`src/rtl/cg_mem_arb_pkg.sv`:
```
// Shared types and constants for the two-port memory arbiter: FSM states,
// port indices and the width of the read-wait counter.
package cg_mem_arb_pkg;

  typedef enum logic [1:0] {
    ST_IDLE,
    ST_RD_ISSUE,
    ST_RD_WAIT,
    ST_WR_ISSUE
  } arb_state_t;

  localparam bit PORT_IF = 1'b0;
  localparam bit PORT_LS = 1'b1;

  // Wide enough for the largest supported TIMEOUT (255).
  localparam int CNT_WIDTH = 8;

endpackage

```
`src/rtl/cg_rr_arbiter2.sv`:
```
// Two-way round-robin arbiter: a lone requester always wins, contention goes
// to the port that did not win the previous acceptance.
module cg_rr_arbiter2
  import cg_mem_arb_pkg::*;
(
  input  logic       i_clk,
  input  logic       i_rstn,
  input  logic [1:0] req,
  input  logic       update,
  output logic [1:0] grant
);

  logic last_grant;

  always_comb begin
    grant = req;
    if (&req) begin
      grant[PORT_IF] = (last_grant == PORT_LS);
      grant[PORT_LS] = (last_grant == PORT_IF);
    end
  end

  // Reset value makes the fetch port win the first contention.
  always_ff @(posedge i_clk or negedge i_rstn) begin
    if (!i_rstn) begin
      last_grant <= PORT_LS;
    end else if (update) begin
      last_grant <= grant[PORT_LS];
    end
  end

endmodule

```
`src/rtl/cg_mem_arbiter.sv`:
```
// Arbitrates a read-only fetch port and a load/store port onto a single
// memory interface with one outstanding transaction and a read timeout.
module cg_mem_arbiter
  import cg_mem_arb_pkg::*;
#(
  parameter int DATA_WIDTH = 32,
  parameter int ADDR_WIDTH = 32,
  parameter int TIMEOUT    = 16
) (
  input  logic                  i_clk,
  input  logic                  i_rstn,
  input  logic                  i_if_valid,
  input  logic [ADDR_WIDTH-1:0] i_if_addr,
  output logic                  o_if_ready,
  output logic                  o_if_rsp_valid,
  output logic [DATA_WIDTH-1:0] o_if_rdata,
  output logic                  o_if_err,
  input  logic                  i_if_cancel,
  input  logic                  i_ls_valid,
  input  logic                  i_ls_we,
  input  logic [ADDR_WIDTH-1:0] i_ls_addr,
  input  logic [DATA_WIDTH-1:0] i_ls_wdata,
  output logic                  o_ls_ready,
  output logic                  o_ls_rsp_valid,
  output logic [DATA_WIDTH-1:0] o_ls_rdata,
  output logic                  o_ls_err,
  output logic                  o_mem_ren,
  output logic [ADDR_WIDTH-1:0] o_mem_raddr,
  input  logic                  i_mem_rdata_valid,
  input  logic [DATA_WIDTH-1:0] i_mem_rdata,
  output logic                  o_mem_wen,
  output logic                  o_mem_wdata_valid,
  output logic [ADDR_WIDTH-1:0] o_mem_waddr,
  output logic [DATA_WIDTH-1:0] o_mem_wdata
);

  localparam logic [CNT_WIDTH-1:0] CNT_LAST = CNT_WIDTH'(TIMEOUT - 1);

  arb_state_t state_q, state_d;
  logic [CNT_WIDTH-1:0] cnt_q, cnt_d;
  logic owner_q;
  logic drop_q, drop_d;

  logic [1:0] req, grant;
  logic idle, accept, acc_port, acc_we, rd_busy, rd_done, drop_now;
  logic [ADDR_WIDTH-1:0] acc_addr;

  logic mem_ren_d, mem_wen_d;
  logic if_rsp_d, ls_rsp_d, rsp_err_d;
  logic [DATA_WIDTH-1:0] rsp_rdata_d;

  assign req[PORT_IF] = i_if_valid;
  assign req[PORT_LS] = i_ls_valid;

  cg_rr_arbiter2 u_rr (
    .i_clk  (i_clk),
    .i_rstn (i_rstn),
    .req    (req),
    .update (accept),
    .grant  (grant)
  );

  assign idle     = (state_q == ST_IDLE);
  assign accept   = idle & (|req);
  assign acc_port = grant[PORT_LS];
  assign acc_we   = acc_port & i_ls_we;
  assign acc_addr = acc_port ? i_ls_addr : i_if_addr;
  assign rd_busy  = (state_q == ST_RD_ISSUE) | (state_q == ST_RD_WAIT);
  // Data wins over a timeout that lands in the same cycle.
  assign rd_done  = (state_q == ST_RD_WAIT) & (i_mem_rdata_valid | (cnt_q == CNT_LAST));
  assign drop_now = drop_q | i_if_cancel;

  always_ff @(posedge i_clk or negedge i_rstn) begin
    if (!i_rstn) begin
      state_q <= ST_IDLE;
    end else begin
      state_q <= state_d;
    end
  end

  always_comb begin
    state_d = state_q;
    cnt_d   = cnt_q;
    case (state_q)
      ST_IDLE: begin
        if (accept) begin
          state_d = acc_we ? ST_WR_ISSUE : ST_RD_ISSUE;
        end
      end
      ST_RD_ISSUE: begin
        state_d = ST_RD_WAIT;
        cnt_d   = '0;
      end
      ST_RD_WAIT: begin
        if (rd_done) begin
          state_d = ST_IDLE;
        end else begin
          cnt_d = cnt_q + 1'b1;
        end
      end
      ST_WR_ISSUE: begin
        state_d = ST_IDLE;
      end
      default: begin
        state_d = ST_IDLE;
      end
    endcase
  end

  always_comb begin
    o_if_ready  = idle & grant[PORT_IF];
    o_ls_ready  = idle & grant[PORT_LS];
    mem_ren_d   = accept & ~acc_we;
    mem_wen_d   = accept & acc_we;
    if_rsp_d    = rd_done & (owner_q == PORT_IF) & ~drop_now;
    ls_rsp_d    = (rd_done & (owner_q == PORT_LS)) | (state_q == ST_WR_ISSUE);
    rsp_err_d   = rd_done & ~i_mem_rdata_valid;
    rsp_rdata_d = (rd_done & i_mem_rdata_valid) ? i_mem_rdata : '0;
    drop_d      = drop_q;
    if (idle) begin
      drop_d = 1'b0;
    end else if (rd_busy && (owner_q == PORT_IF) && i_if_cancel) begin
      drop_d = 1'b1;
    end
  end

  // Command outputs are only non-zero in the issue cycle; response data holds
  // between pulses so a consumer may sample it late.
  always_ff @(posedge i_clk or negedge i_rstn) begin
    if (!i_rstn) begin
      cnt_q             <= '0;
      owner_q           <= PORT_IF;
      drop_q            <= 1'b0;
      o_mem_ren         <= 1'b0;
      o_mem_raddr       <= '0;
      o_mem_wen         <= 1'b0;
      o_mem_wdata_valid <= 1'b0;
      o_mem_waddr       <= '0;
      o_mem_wdata       <= '0;
      o_if_rsp_valid    <= 1'b0;
      o_if_rdata        <= '0;
      o_if_err          <= 1'b0;
      o_ls_rsp_valid    <= 1'b0;
      o_ls_rdata        <= '0;
      o_ls_err          <= 1'b0;
    end else begin
      cnt_q             <= cnt_d;
      drop_q            <= drop_d;
      if (accept) begin
        owner_q <= acc_port;
      end
      o_mem_ren         <= mem_ren_d;
      o_mem_raddr       <= mem_ren_d ? acc_addr : '0;
      o_mem_wen         <= mem_wen_d;
      o_mem_wdata_valid <= mem_wen_d;
      o_mem_waddr       <= mem_wen_d ? acc_addr : '0;
      o_mem_wdata       <= mem_wen_d ? i_ls_wdata : '0;
      o_if_rsp_valid    <= if_rsp_d;
      if (if_rsp_d) begin
        o_if_rdata <= rsp_rdata_d;
        o_if_err   <= rsp_err_d;
      end
      o_ls_rsp_valid    <= ls_rsp_d;
      if (ls_rsp_d) begin
        o_ls_rdata <= rsp_rdata_d;
        o_ls_err   <= rsp_err_d;
      end
    end
  end

endmodule

```
`config.mk`:
```
export PLATFORM = sky130hd
export DESIGN_NAME = cg_mem_arbiter
export DESIGN_NICKNAME = d
export VERILOG_FILES = /design/src/rtl/cg_mem_arb_pkg.sv /design/src/rtl/cg_rr_arbiter2.sv /design/src/rtl/cg_mem_arbiter.sv
export SDC_FILE = /design/constraint.sdc
export NUM_CORES = 1
export LEC_CHECK = 0
export CAP_MARGIN = 20
export CORE_MARGIN = 4
export CORE_UTILIZATION = 37
export DETAILED_ROUTE_END_ITERATION = 8
export PLACE_DENSITY = 0.76
export SYNTH_ARGS = -nofsm -noshare
export SYNTH_HDL_FRONTEND = slang
export SYNTH_SLANG_ARGS = --single-unit
export TNS_END_PERCENT = 10
```
`constraint.sdc`:
```
create_clock -name i_clk -period 1.92 [get_ports i_clk]
set_input_delay 0.192 -clock i_clk [delete_from_list [all_inputs] [get_ports i_clk]]
set_output_delay 0.192 -clock i_clk [all_outputs]
set_load 0.01 [all_outputs]
```
==> impl_metrics.json <==
{
  "status": "complete, no violations",
  "grt_setup_unrepaired": "no",
  "synth.avg_cell_area_um2": 13.3,
  "dp_hpwl_um": 14500,
  "grt_overflow_total": 0,
  "max_clock_freq_ghz": 0.548,
  "slowest_delay_ns": 0.59,
  "io_pins": 304,
  "die_y_um": 141,
  "dpl.cell_count": 1014,
  "crit_fanout": 33,
  "start_util": 0.377,
  "cts.sinks": 179,
  "numCtsBuffers": 17,
  "cts_tree": "built",
  "yosys_register_bits": 179,
  "skew_ns": 0.0100,
  "clockBufferDepth": 2,
  "relSlewSlack": 0.674,
  "tightestPinTransition_ns": 0.489,
  "rows": 48,
  "power_uw": 13400,
  "drc_errors": 0,
  "required_ns": 2.23,
  "synth_top_cell_area_share": 0.683,
  "ys_types": 40,
  "synthArstFlopShare": 1.00,
  "drtPass1Iterations": 7,
  "slew_violations": 0,
  "dieArea_mm2": 0.0198,
  "root_buffer": "clkbuf_16",
  "min_path_type": "input port to asynchronous set/reset pin",
  "gp_congestion": 0.813,
  "grt_use_total": 0.192,
  "hold_viol_final": 0,
  "instances_no_fill": 1046,
  "wl_per_cell_um": 18.5,
  "ys_seq_area_frac": 0.687,
  "crit_arrival_ns": 2.13,
  "core_area_mm2": 0.0173,
  "cts.clk_slew.worst_paths_ns": 0.07,
  "synthCells": 491,
  "yosys.area.top_type": "dfrtp_1",
  "irDropWorstVdd_uv": 798,
  "drv_cap": 0,
  "yosysWarnings": 0,
  "grt_pass1_wl_um": 29600,
  "timing_worst_setup_path_type": "flip-flop to flip-flop",
  "setup_viol": 0,
  "cts-htree-levels": 4,
  "cp_cell_sequence": "or4_4 -> o21bai_4 -> a31oi_4 -> buf_12 -> a22o_1",
  "die_w_um": 141,
  "syn_to_final_growth_pct": 63.2,
  "drtAntennaViolNets": 0,
  "antenna_found_initial": 1,
  "fin_crit_ns": 1.82,
  "clk_latency_ns": 0.42,
  "powerDensity_mw_per_mm2": 1260,
  "drive_gt1_frac": 0.0901,
  "leakagePower_uw": 0.00494,
  "grt_max_degree": 50,
  "synth_edf_count": 0,
  "via_per_inst": 4.94,
  "finalSetupTns_ns": 0,
  "slowest_stage": "or4_4",
  "nNetsFinal": 949,
  "num_vias": 5166,
  "synthTopCellsByCount": "dfrtp_1, nor2_1, a22o_1, and3_1, mux2i_1",
  "drtIter0Drc": 246,
  "worstSetupStartpointType": "flip-flop",
  "synth_most_common_cell": "dfrtp_1",
  "grt_pass1_vias": 5379,
  "syn_area_mm2": 0.00652,
  "period_share": 0.950,
  "end_kind": "flip-flop",
  "wl_um": 19400,
  "synth_fp_nets": 631,
  "io_buffers": 303,
  "synth.area.top_cells": "dfrtp_1, a22o_1, mux2i_1",
  "ys.flop_type": "dfrtp_1",
  "num_antenna_cells": 0
}
-- cell families after synthesis --
kind of cell               Yosys count  share of synthesized area
adders and majority gates            5                    0.00960
buffers and inverters               40                     0.0282
and+or+nand+nor                    139                      0.103
muxes                               33                     0.0507
AOI/OAI and AO/OA                   93                      0.119
DFF                                179                      0.687
xor gates and xnor gates             2                    0.00269
-- metal layers --
layer / GRT usage / share of wire
met1: 0.241 / 0.39
met3: 0.0743 / 0.10
met5: 0 / 0.00067
met2: 0.311 / 0.49
met4: 0.0586 / 0.018
-- cell type report --
class | instances | area [um2]
well taps | 225 | 282
inverters | 8 | 30.0
fillers | 1391 | 6660
clock buffers | 17 | 425
flip-flops and latches | 179 | 4480
repair buffers | 331 | 3370
multi-input cells | 272 | 1890
clock inverters | 14 | 161
-- layout by cell type (no fill, tap or decap), drive strengths merged, types with 3 or more instances in the layout --
| master | netlist | layout |
|---|---|---|
| a21oi | 6 | 6 |
| a22o | 64 | 64 |
| a31oi | 3 | 3 |
| and3 | 34 | 34 |
| buf | 10 | 28 |
| clkbuf | 22 | 17 |
| clkdlybuf4s50 | 0 | 300 |
| dfrtp | 178 | 178 |
| ha | 5 | 5 |
| inv | 8 | 17 |
| mux2i | 33 | 33 |
| nand2 | 9 | 9 |
| nand3 | 5 | 5 |
| nor2 | 74 | 74 |
| nor2b | 5 | 5 |
| o21a | 3 | 3 |
| o21ai | 6 | 6 |
-- state kept, by name, indices dropped and copies added, names as in the netlist --
register	cells
o_if_rdata	32
state_q	2
o_ls_err	1
o_mem_waddr	32
o_ls_rdata	32
o_ls_rsp_valid	1
o_if_err	1
o_if_rsp_valid	1
o_mem_wdata_valid	1
u_rr.last_grant	1
cnt_q	8
o_mem_raddr	32
o_mem_wdata	32
owner_q	1
o_mem_ren	1
drop_q	1
-- power by group --
part	internal, uW	switching (uW)
Combinational	2690	2050
Sequential	4680	479
Clock	1850	1600
Total	9230	4130
-- path summary, 6_finish.rpt --
path                                        end  depth (start not counted)           start  slack (ns)
worst max-delay path             o_ls_rdata[17]                          5        cnt_q[6]         0.1
max in group asynchronous       u_rr.last_grant                          3          i_rstn        0.99
min in group i_clk              o_mem_wdata[12]                          2  i_ls_wdata[12]        0.34
worst min-delay path              o_if_rdata[3]                          2          i_rstn        0.27
worst max register to register   o_ls_rdata[17]                          5        cnt_q[6]         0.1
worst min register to register   o_if_rdata[31]                          1  o_if_rdata[31]        0.50
-- critical path: cells and delay by family, from the launching register on --
kind	cells	cell delay, ns
DFF	1	0.38
and+or+nand+nor	1	0.59
AOI/OAI and AO/OA	3	0.56
buffers and inverters	1	0.18
-- timing repair --
item                                    in CTS  in global routing
buffers inserted                             0                  0
cloned                                       0                  0
pin swaps                                    1                  0
resized for setup                            8                  3
hold endpoints to repair                    44                  0
hold buffers                                 1                  0
endpoints found under the setup margin       2                  4
-- per-stage QoR --
| step | setup WS [ns] | cell area, um2 | hold WS (ns) | util |
|---|---|---|---|---|
| after global routing | 0.00589 | 10600 | 0.310 | 0.615 |
| after floorplan | 0.137 | 6520 | -0.104 | - |
| after global placement | 0.103 | 10000 | 0.168 | 0.580 |
| after CTS | 0.0374 | 10600 | 0.283 | 0.615 |
| final | 0.0951 | 10600 | 0.268 | 0.615 |
| after detailed placement | 0.0699 | 10000 | 0.165 | 0.580 |
No activity file was read; power rests on OpenSTA's default activity.
